### src/rtl/peripheral_gpio_wb_if.sv
// Wishbone slave bus bundle for the GPIO block; signal names follow the slave's view (_i = into slave).
interface peripheral_gpio_wb_if #(
    parameter int unsigned WB_ADDR_WIDTH = 32,
    parameter int unsigned WB_DATA_WIDTH = 32
);
    logic                     wb_cyc_i;
    logic                     wb_stb_i;
    logic [WB_ADDR_WIDTH-1:0] wb_adr_i;
    logic [WB_DATA_WIDTH-1:0] wb_dat_i;
    logic [3:0]               wb_sel_i;
    logic                     wb_we_i;
    logic [WB_DATA_WIDTH-1:0] wb_dat_o;
    logic                     wb_ack_o;
    logic                     wb_err_o;

    modport master (
        output wb_cyc_i, wb_stb_i, wb_adr_i, wb_dat_i, wb_sel_i, wb_we_i,
        input  wb_dat_o, wb_ack_o, wb_err_o
    );

    modport slave (
        input  wb_cyc_i, wb_stb_i, wb_adr_i, wb_dat_i, wb_sel_i, wb_we_i,
        output wb_dat_o, wb_ack_o, wb_err_o
    );
endinterface

### src/rtl/peripheral_gpio_wb.sv
// Wishbone-slave GPIO: per-pin out/oe/aux muxing, 2-flop synchronized inputs, edge-triggered interrupts.
module peripheral_gpio_wb #(
    parameter int unsigned WB_DATA_WIDTH = 32,
    parameter int unsigned WB_ADDR_WIDTH = 32,
    parameter int unsigned GPIO_WIDTH    = 32
) (
    input  logic                  wb_clk_i,
    input  logic                  wb_rst_i,
    peripheral_gpio_wb_if.slave   wb,
    output logic                  wb_inta_o,
    input  logic [GPIO_WIDTH-1:0] aux_i,
    input  logic [GPIO_WIDTH-1:0] ext_pad_i,
    output logic [GPIO_WIDTH-1:0] ext_pad_o,
    output logic [GPIO_WIDTH-1:0] ext_padoe_o
);

    typedef enum logic [2:0] {
        REG_IN    = 3'd0,
        REG_OUT   = 3'd1,
        REG_OE    = 3'd2,
        REG_INTE  = 3'd3,
        REG_PTRIG = 3'd4,
        REG_AUX   = 3'd5,
        REG_CTRL  = 3'd6,
        REG_INTS  = 3'd7
    } reg_sel_e;

    logic                     ack_q,   ack_d;
    logic [WB_DATA_WIDTH-1:0] dat_q,   dat_d;
    logic [GPIO_WIDTH-1:0]    out_q,   out_d;
    logic [GPIO_WIDTH-1:0]    oe_q,    oe_d;
    logic [GPIO_WIDTH-1:0]    inte_q,  inte_d;
    logic [GPIO_WIDTH-1:0]    ptrig_q, ptrig_d;
    logic [GPIO_WIDTH-1:0]    aux_q,   aux_d;
    logic [GPIO_WIDTH-1:0]    ints_q,  ints_d;
    logic                     ctrl_inte_q, ctrl_inte_d;
    logic                     inta_q,  inta_d;
    logic [GPIO_WIDTH-1:0]    sync1_q, sync1_d;
    logic [GPIO_WIDTH-1:0]    in_q,    in_d;
    logic [GPIO_WIDTH-1:0]    prev_q,  prev_d;

    reg_sel_e                 reg_sel;
    logic                     req;
    logic                     wr;
    logic [WB_DATA_WIDTH-1:0] sel_mask;
    logic [GPIO_WIDTH-1:0]    wmask;
    logic [GPIO_WIDTH-1:0]    wdat;
    logic [WB_DATA_WIDTH-1:0] rdata;
    logic [GPIO_WIDTH-1:0]    rise;
    logic [GPIO_WIDTH-1:0]    fall;
    logic [GPIO_WIDTH-1:0]    event_set;
    logic                     unused_adr;

    function automatic logic [GPIO_WIDTH-1:0] merge(
        input logic [GPIO_WIDTH-1:0] old_v,
        input logic [GPIO_WIDTH-1:0] new_v,
        input logic [GPIO_WIDTH-1:0] mask
    );
        return (old_v & ~mask) | (new_v & mask);
    endfunction

    assign reg_sel    = reg_sel_e'(wb.wb_adr_i[4:2]);
    assign unused_adr = ^{wb.wb_adr_i[WB_ADDR_WIDTH-1:5], wb.wb_adr_i[1:0]};

    // A request is only accepted when no ack is outstanding, giving one ack per two cycles back-to-back.
    assign req = wb.wb_cyc_i & wb.wb_stb_i & ~ack_q;
    assign wr  = req & wb.wb_we_i;

    always_comb begin
        sel_mask = '0;
        for (int unsigned b = 0; b < WB_DATA_WIDTH / 8; b++) begin
            sel_mask[8*b +: 8] = {8{wb.wb_sel_i[b]}};
        end
    end

    assign wmask = sel_mask[GPIO_WIDTH-1:0];
    assign wdat  = wb.wb_dat_i[GPIO_WIDTH-1:0];

    assign rise      = in_q & ~prev_q;
    assign fall      = ~in_q & prev_q;
    assign event_set = inte_q & ((ptrig_q & rise) | (~ptrig_q & fall));

    always_comb begin
        rdata = '0;
        case (reg_sel)
            REG_IN:    rdata[GPIO_WIDTH-1:0] = in_q;
            REG_OUT:   rdata[GPIO_WIDTH-1:0] = out_q;
            REG_OE:    rdata[GPIO_WIDTH-1:0] = oe_q;
            REG_INTE:  rdata[GPIO_WIDTH-1:0] = inte_q;
            REG_PTRIG: rdata[GPIO_WIDTH-1:0] = ptrig_q;
            REG_AUX:   rdata[GPIO_WIDTH-1:0] = aux_q;
            REG_CTRL:  rdata[1:0]            = {|ints_q, ctrl_inte_q};
            REG_INTS:  rdata[GPIO_WIDTH-1:0] = ints_q;
            default:   rdata                 = '0;
        endcase
    end

    always_comb begin
        ack_d       = req;
        dat_d       = req ? rdata : '0;
        out_d       = out_q;
        oe_d        = oe_q;
        inte_d      = inte_q;
        ptrig_d     = ptrig_q;
        aux_d       = aux_q;
        ctrl_inte_d = ctrl_inte_q;
        ints_d      = ints_q;
        sync1_d     = ext_pad_i;
        in_d        = sync1_q;
        prev_d      = in_q;
        inta_d      = ctrl_inte_q & (|ints_q);

        if (wr) begin
            case (reg_sel)
                REG_OUT:   out_d   = merge(out_q,   wdat, wmask);
                REG_OE:    oe_d    = merge(oe_q,    wdat, wmask);
                REG_INTE:  inte_d  = merge(inte_q,  wdat, wmask);
                REG_PTRIG: ptrig_d = merge(ptrig_q, wdat, wmask);
                REG_AUX:   aux_d   = merge(aux_q,   wdat, wmask);
                REG_CTRL:  if (wb.wb_sel_i[0]) ctrl_inte_d = wb.wb_dat_i[0];
                REG_INTS:  ints_d  = merge(ints_q,  wdat, wmask);
                default:   ;
            endcase
        end

        // Hardware events are OR-ed after the software write so a same-cycle set always wins.
        ints_d = ints_d | event_set;
    end

    always_ff @(posedge wb_clk_i or negedge wb_rst_i) begin
        if (!wb_rst_i) begin
            ack_q       <= 1'b0;
            dat_q       <= '0;
            out_q       <= '0;
            oe_q        <= '0;
            inte_q      <= '0;
            ptrig_q     <= '0;
            aux_q       <= '0;
            ints_q      <= '0;
            ctrl_inte_q <= 1'b0;
            inta_q      <= 1'b0;
            sync1_q     <= '0;
            in_q        <= '0;
            prev_q      <= '0;
        end else begin
            ack_q       <= ack_d;
            dat_q       <= dat_d;
            out_q       <= out_d;
            oe_q        <= oe_d;
            inte_q      <= inte_d;
            ptrig_q     <= ptrig_d;
            aux_q       <= aux_d;
            ints_q      <= ints_d;
            ctrl_inte_q <= ctrl_inte_d;
            inta_q      <= inta_d;
            sync1_q     <= sync1_d;
            in_q        <= in_d;
            prev_q      <= prev_d;
        end
    end

    assign wb.wb_ack_o = ack_q;
    assign wb.wb_dat_o = dat_q;
    assign wb.wb_err_o = 1'b0;
    assign wb_inta_o   = inta_q;
    assign ext_pad_o   = (aux_q & aux_i) | (~aux_q & out_q);
    assign ext_padoe_o = oe_q;

endmodule

### src/flat_wrapper.sv
// flat-port wrapper written by rule: the top's interface ports become plain ports
module peripheral_gpio_wb_flat 
#(
    parameter int unsigned WB_DATA_WIDTH = 32,
    parameter int unsigned WB_ADDR_WIDTH = 32,
    parameter int unsigned GPIO_WIDTH    = 32
)
  (wb_clk_i, wb_rst_i, wb_inta_o, aux_i, ext_pad_i, ext_pad_o, ext_padoe_o, wb_wb_cyc_i, wb_wb_stb_i, wb_wb_adr_i, wb_wb_dat_i, wb_wb_sel_i, wb_wb_we_i, wb_wb_dat_o, wb_wb_ack_o, wb_wb_err_o);
  peripheral_gpio_wb_if #(.WB_ADDR_WIDTH(WB_ADDR_WIDTH), .WB_DATA_WIDTH(WB_DATA_WIDTH)) wb_i ();
  input  logic wb_clk_i;
  input  logic wb_rst_i;
  output logic wb_inta_o;
  input  logic [GPIO_WIDTH-1:0] aux_i;
  input  logic [GPIO_WIDTH-1:0] ext_pad_i;
  output logic [GPIO_WIDTH-1:0] ext_pad_o;
  output logic [GPIO_WIDTH-1:0] ext_padoe_o;
  input wire logic [$bits(wb_i.wb_cyc_i)-1:0] wb_wb_cyc_i;
  input wire logic [$bits(wb_i.wb_stb_i)-1:0] wb_wb_stb_i;
  input wire logic [$bits(wb_i.wb_adr_i)-1:0] wb_wb_adr_i;
  input wire logic [$bits(wb_i.wb_dat_i)-1:0] wb_wb_dat_i;
  input wire logic [$bits(wb_i.wb_sel_i)-1:0] wb_wb_sel_i;
  input wire logic [$bits(wb_i.wb_we_i)-1:0] wb_wb_we_i;
  output wire logic [$bits(wb_i.wb_dat_o)-1:0] wb_wb_dat_o;
  output wire logic [$bits(wb_i.wb_ack_o)-1:0] wb_wb_ack_o;
  output wire logic [$bits(wb_i.wb_err_o)-1:0] wb_wb_err_o;
  assign wb_i.wb_cyc_i = wb_wb_cyc_i;
  assign wb_i.wb_stb_i = wb_wb_stb_i;
  assign wb_i.wb_adr_i = wb_wb_adr_i;
  assign wb_i.wb_dat_i = wb_wb_dat_i;
  assign wb_i.wb_sel_i = wb_wb_sel_i;
  assign wb_i.wb_we_i = wb_wb_we_i;
  assign wb_wb_dat_o = wb_i.wb_dat_o;
  assign wb_wb_ack_o = wb_i.wb_ack_o;
  assign wb_wb_err_o = wb_i.wb_err_o;
  peripheral_gpio_wb #(.WB_DATA_WIDTH(WB_DATA_WIDTH), .WB_ADDR_WIDTH(WB_ADDR_WIDTH), .GPIO_WIDTH(GPIO_WIDTH)) u_core (.wb_clk_i(wb_clk_i), .wb_rst_i(wb_rst_i), .wb(wb_i), .wb_inta_o(wb_inta_o), .aux_i(aux_i), .ext_pad_i(ext_pad_i), .ext_pad_o(ext_pad_o), .ext_padoe_o(ext_padoe_o));
endmodule
### config.mk
export PLATFORM = sky130hd
export DESIGN_NAME = peripheral_gpio_wb_flat
export DESIGN_NICKNAME = d
export VERILOG_FILES = /design/src/rtl/peripheral_gpio_wb_if.sv /design/src/rtl/peripheral_gpio_wb.sv /design/src/flat_wrapper.sv
export SDC_FILE = /design/constraint.sdc
export NUM_CORES = 1
export LEC_CHECK = 0
export ABC_CLOCK_PERIOD_IN_PS = 1900
export BUFFER_PORTS_ARGS = -buffer_cell sky130_fd_sc_hd__clkbuf_2
export CORE_MARGIN = 2
export CORE_UTILIZATION = 56
export DETAILED_ROUTE_END_ITERATION = 7
export PLACE_DENSITY = 0.8
export SLEW_MARGIN = 20
export SYNTH_ARGS = -nofsm -noshare
export SYNTH_HDL_FRONTEND = slang
export SYNTH_SLANG_ARGS = --single-unit
### constraint.sdc
create_clock -name wb_clk_i -period 1.9 [get_ports wb_clk_i]
set_input_delay 0.38 -clock wb_clk_i [delete_from_list [all_inputs] [get_ports wb_clk_i]]
set_output_delay 0.38 -clock wb_clk_i [all_outputs]
set_load 0.01 [all_outputs]
==> results.py <==
metrics = {
    "layout": {
        "layout.nets": 1485,
        "final_util_pct": 70.3,
        "post_route_cells_drive_above_1_share_pct": 41.2,
        "areaGrowthSynthToFinish_pct": 24.6,
    },
    "sta": {
        "post_route_clock_skew_ns": 0.00858,
        "rsz0062_at_grt": "no",
        "timing.final.crit_share_pct": 97.0,
        "setup_slack_ns": 0.0576,
        "timing.final.crit_period_ns": 1.84,
        "setup_viol": 0,
        "slew_headroom_pct": 59.6,
        "max_slew.worst_pin.slew_ns": 0.605,
        "hold_viol": 0,
        "slew_viol_final": 0,
        "final.hold.worst_slack_ns": 0.125,
        "timing.fmax_mhz": 543,
        "setup-tns-final_ns": 0,
    },
    "logic_synthesis": {
        "synth-edff-count": 0,
        "most_instantiated_library_cell_after_synthesis": "sky130_fd_sc_hd__dfrtp_1",
        "synth.net_count": 1191,
        "asyncSetResetFlopFracSynth_pct": 100,
        "mappedNetlistArea_sq_mm": 0.0136,
        "avgSynthCellArea_sq_um": 12.9,
        "synth_sequential_area_ratio_pct": 59.4,
        "post_synth_most_frequent_cells": "sky130_fd_sc_hd__dfrtp_1, sky130_fd_sc_hd__mux2_2, sky130_fd_sc_hd__nand2_1",
        "synth_cell_types": 47,
        "yosysTopAreaCellShare_pct": 59.4,
        "synth.top_cells.by_area": "sky130_fd_sc_hd__dfrtp_1, sky130_fd_sc_hd__mux2_2, sky130_fd_sc_hd__nand2_1, sky130_fd_sc_hd__mux2i_1, sky130_fd_sc_hd__a22oi_1",
        "dominantRegCellSynth": "sky130_fd_sc_hd__dfrtp_1",
        "synthesis.instances": 1054,
        "synth-seq-cells": 323,
        "synth_warnings": 0,
        "synth_largest_area_cell": "sky130_fd_sc_hd__dfrtp_1",
    },
    "global_route": {
        "grt_remaining_overflow": 0,
        "maximum_number_of_pins_on_one_net_before_global_route_repair": 55,
        "via_count_of_the_first_global_routing_pass": 10300,
        "grt_use_total_pct": 28.3,
        "antenna_found_initial": 3,
        "grt_pass1_wl_mm": 56.9,
    },
    "clock_tree": {
        "clock-sinks": 323,
        "cts_made_buffers": 31,
        "post_cts.repair.setup_buffers": 0,
        "clk_buf_depth": 3,
        "cts_tree": "done",
        "clk_pin_slew_worst_paths_ns": 0.06,
        "cts_root_buf": "sky130_fd_sc_hd__clkbuf_16",
        "insertion_delay_ns": 0.55,
        "cts.htree.levels": 1,
    },
    "critical_path": {
        "ff2ff_path_depth": 5,
        "crit_arrival_ns": 2.27,
        "timing.critical_path.to_type": "flop",
        "worstPathCellList": "and4b_1 -> buf_12 -> and2_2 -> nand2_2 -> mux2_2",
        "regToRegSetupSlack_ns": 0.06,
        "critPathMaxFanout": 12,
        "setup.worst_path.class": "flop to flop",
        "r2r_start": "u_core.wb.wb_ack_o",
        "worst_path_required_time_ns": 2.33,
        "timing.critical_path.from_type": "flop",
        "cp_slowest_stage_delay_ns": 0.40,
        "cp_slowest_cell": "sky130_fd_sc_hd__dfrtp_1",
    },
    "route": {
        "drt_first_pass_iters": 5,
        "dr.first_iter.drc_count": 845,
        "vias": 9886,
        "drt.antenna.violating_nets": 0,
        "avgViaCountPerCell": 5.82,
        "route.detailed.drc": 0,
        "routed_wire_length_mm": 35.7,
        "detail_route.wl_per_cell_um": 21.0,
    },
    "placement": {
        "dp_hpwl_mm": 24.2,
        "io_buffer_count": 205,
        "gpl.final_weighted_congestion": 0.848,
        "dpl_worst_slack_ns": -0.176,
    },
    "power_and_ir_drop": {
        "max-vdd-ir-drop_mv": 0.833,
        "power_density_mw_per_mm2": 978,
        "leakage_nw": 8.21,
    },
    "outcome": {
        "outcome": "completed",
    },
    "floorplanning": {
        "floorplan.die_area_sq_mm": 0.0256,
        "design.portCount": 236,
        "start_util_pct": 56.5,
        "num_rows": 57,
        "floorplan.core_area_sq_mm": 0.0241,
        "die-height_um": 160,
        "die_width_um": 160,
    },
    "worst_hold_path": {
        "hold_start": "wb_wb_dat_i[11]",
        "whs_path_depth": 3,
        "hold_critical_path_endpoint": "u_core.ints_q[11]",
        "min_path_type": "input port to flop",
    },
    "run": {
        "maxCapViolCount": 0,
    },
}
## power breakdown
group / switching (W) / internal (W)
combinational: 0.000998 / 0.00112
sequential: 0.000615 / 0.00755
clock: 0.00256 / 0.00374
total: 0.00418 / 0.0124
## critical path: cells and delay by family (launching register included)
kind / cells / cell delay, ns
AND/OR/NAND/NOR: 3 / 0.82
flip-flops: 1 / 0.40
multiplexers: 1 / 0.34
buffers and inverters: 1 / 0.16
## metrics by stage
| stage | power [W] | instance area (sq um) | instances |
|---|---|---|---|
| finish | 0.0166 | 17000 | 1699 |
| global placement | 0.0102 | 15500 | 1606 |
| CTS | 0.0167 | 16900 | 1696 |
| global route | 0.0172 | 17000 | 1698 |
| floorplan | 0.00926 | 13600 | 1054 |
| detailed placement | 0.0103 | 15500 | 1606 |
## per-layer routing
metal	vias up	wire length, um	GRT usage, %
li1	4402	-	-
met1	5038	15200	39.4
met2	380	17400	46.7
met3	66	2370	4.62
met4	0	778	7.82
met5	-	0	0
## cell type report
class / count / area (sq um)
Sequential cell: 323 / 8080
Fill cell: 1739 / 7150
Multi-Input combinational cell: 686 / 5310
Timing Repair Buffer: 304 / 2070
Clock buffer: 44 / 915
Tap cell: 324 / 405
Clock inverter: 13 / 146
Inverter: 2 / 10.0
Antenna cell: 3 / 7.51
## worst max path at each step
stage	startpoint	slack [ns]	to
final	u_core.wb.wb_ack_o	0.06	flop
after global routing	u_core.wb.wb_ack_o	0.02	flop
after CTS	u_core.wb.wb_ack_o	-0.003	flop
after detailed placement	wb_wb_adr_i[4]	-0.18	flop
after global placement	wb_wb_adr_i[4]	-0.15	flop
after floorplan	u_core.wb.wb_ack_o	0.21	flop
## cell usage in the layout, fill, tap and decap left out, types with 7 or more instances in the layout
| cell type | instances |
|---|---|
| sky130_fd_sc_hd__nor2b_1 | 7 |
| sky130_fd_sc_hd__dfrtp_1 | 323 |
| sky130_fd_sc_hd__buf_12 | 17 |
| sky130_fd_sc_hd__a22oi_1 | 35 |
| sky130_fd_sc_hd__mux4_2 | 9 |
| sky130_fd_sc_hd__nand2_1 | 115 |
| sky130_fd_sc_hd__buf_4 | 49 |
| sky130_fd_sc_hd__clkbuf_8 | 9 |
| sky130_fd_sc_hd__a21oi_1 | 9 |
| sky130_fd_sc_hd__o2bb2ai_1 | 15 |
| sky130_fd_sc_hd__nor3b_1 | 33 |
| sky130_fd_sc_hd__dlygate4sd3_1 | 33 |
| sky130_fd_sc_hd__nand2_2 | 7 |
| sky130_fd_sc_hd__clkbuf_2 | 203 |
| sky130_fd_sc_hd__clkbuf_16 | 31 |
| sky130_fd_sc_hd__nand3_1 | 40 |
| sky130_fd_sc_hd__mux2i_1 | 33 |
| sky130_fd_sc_hd__nor2_1 | 46 |
| sky130_fd_sc_hd__or2_2 | 8 |
| sky130_fd_sc_hd__mux2_2 | 206 |
| sky130_fd_sc_hd__nor4_1 | 8 |
| sky130_fd_sc_hd__clkinv_2 | 8 |
| sky130_fd_sc_hd__a31oi_1 | 16 |
| sky130_fd_sc_hd__o21ai_0 | 38 |
## what timing repair did
action,in CTS,in global routing
endpoints found under the setup margin,26,94
endpoints found under the hold margin,72,0
hold buffers,33,0
resized for setup,1,3
## cell families (layout without fill, tap and decap cells)
family | count (synthesis) | after routing | synth area share [%]
buffers and inverters | 45 | 363 | 1.63
and+or+nand+nor | 301 | 301 | 11.1
DFF | 323 | 323 | 59.4
muxes | 253 | 253 | 21.4
AOI/OAI and AO/OA | 131 | 131 | 6.46
other | 1 | 4 | 0.0275
(Power assumes the default switching activity.)
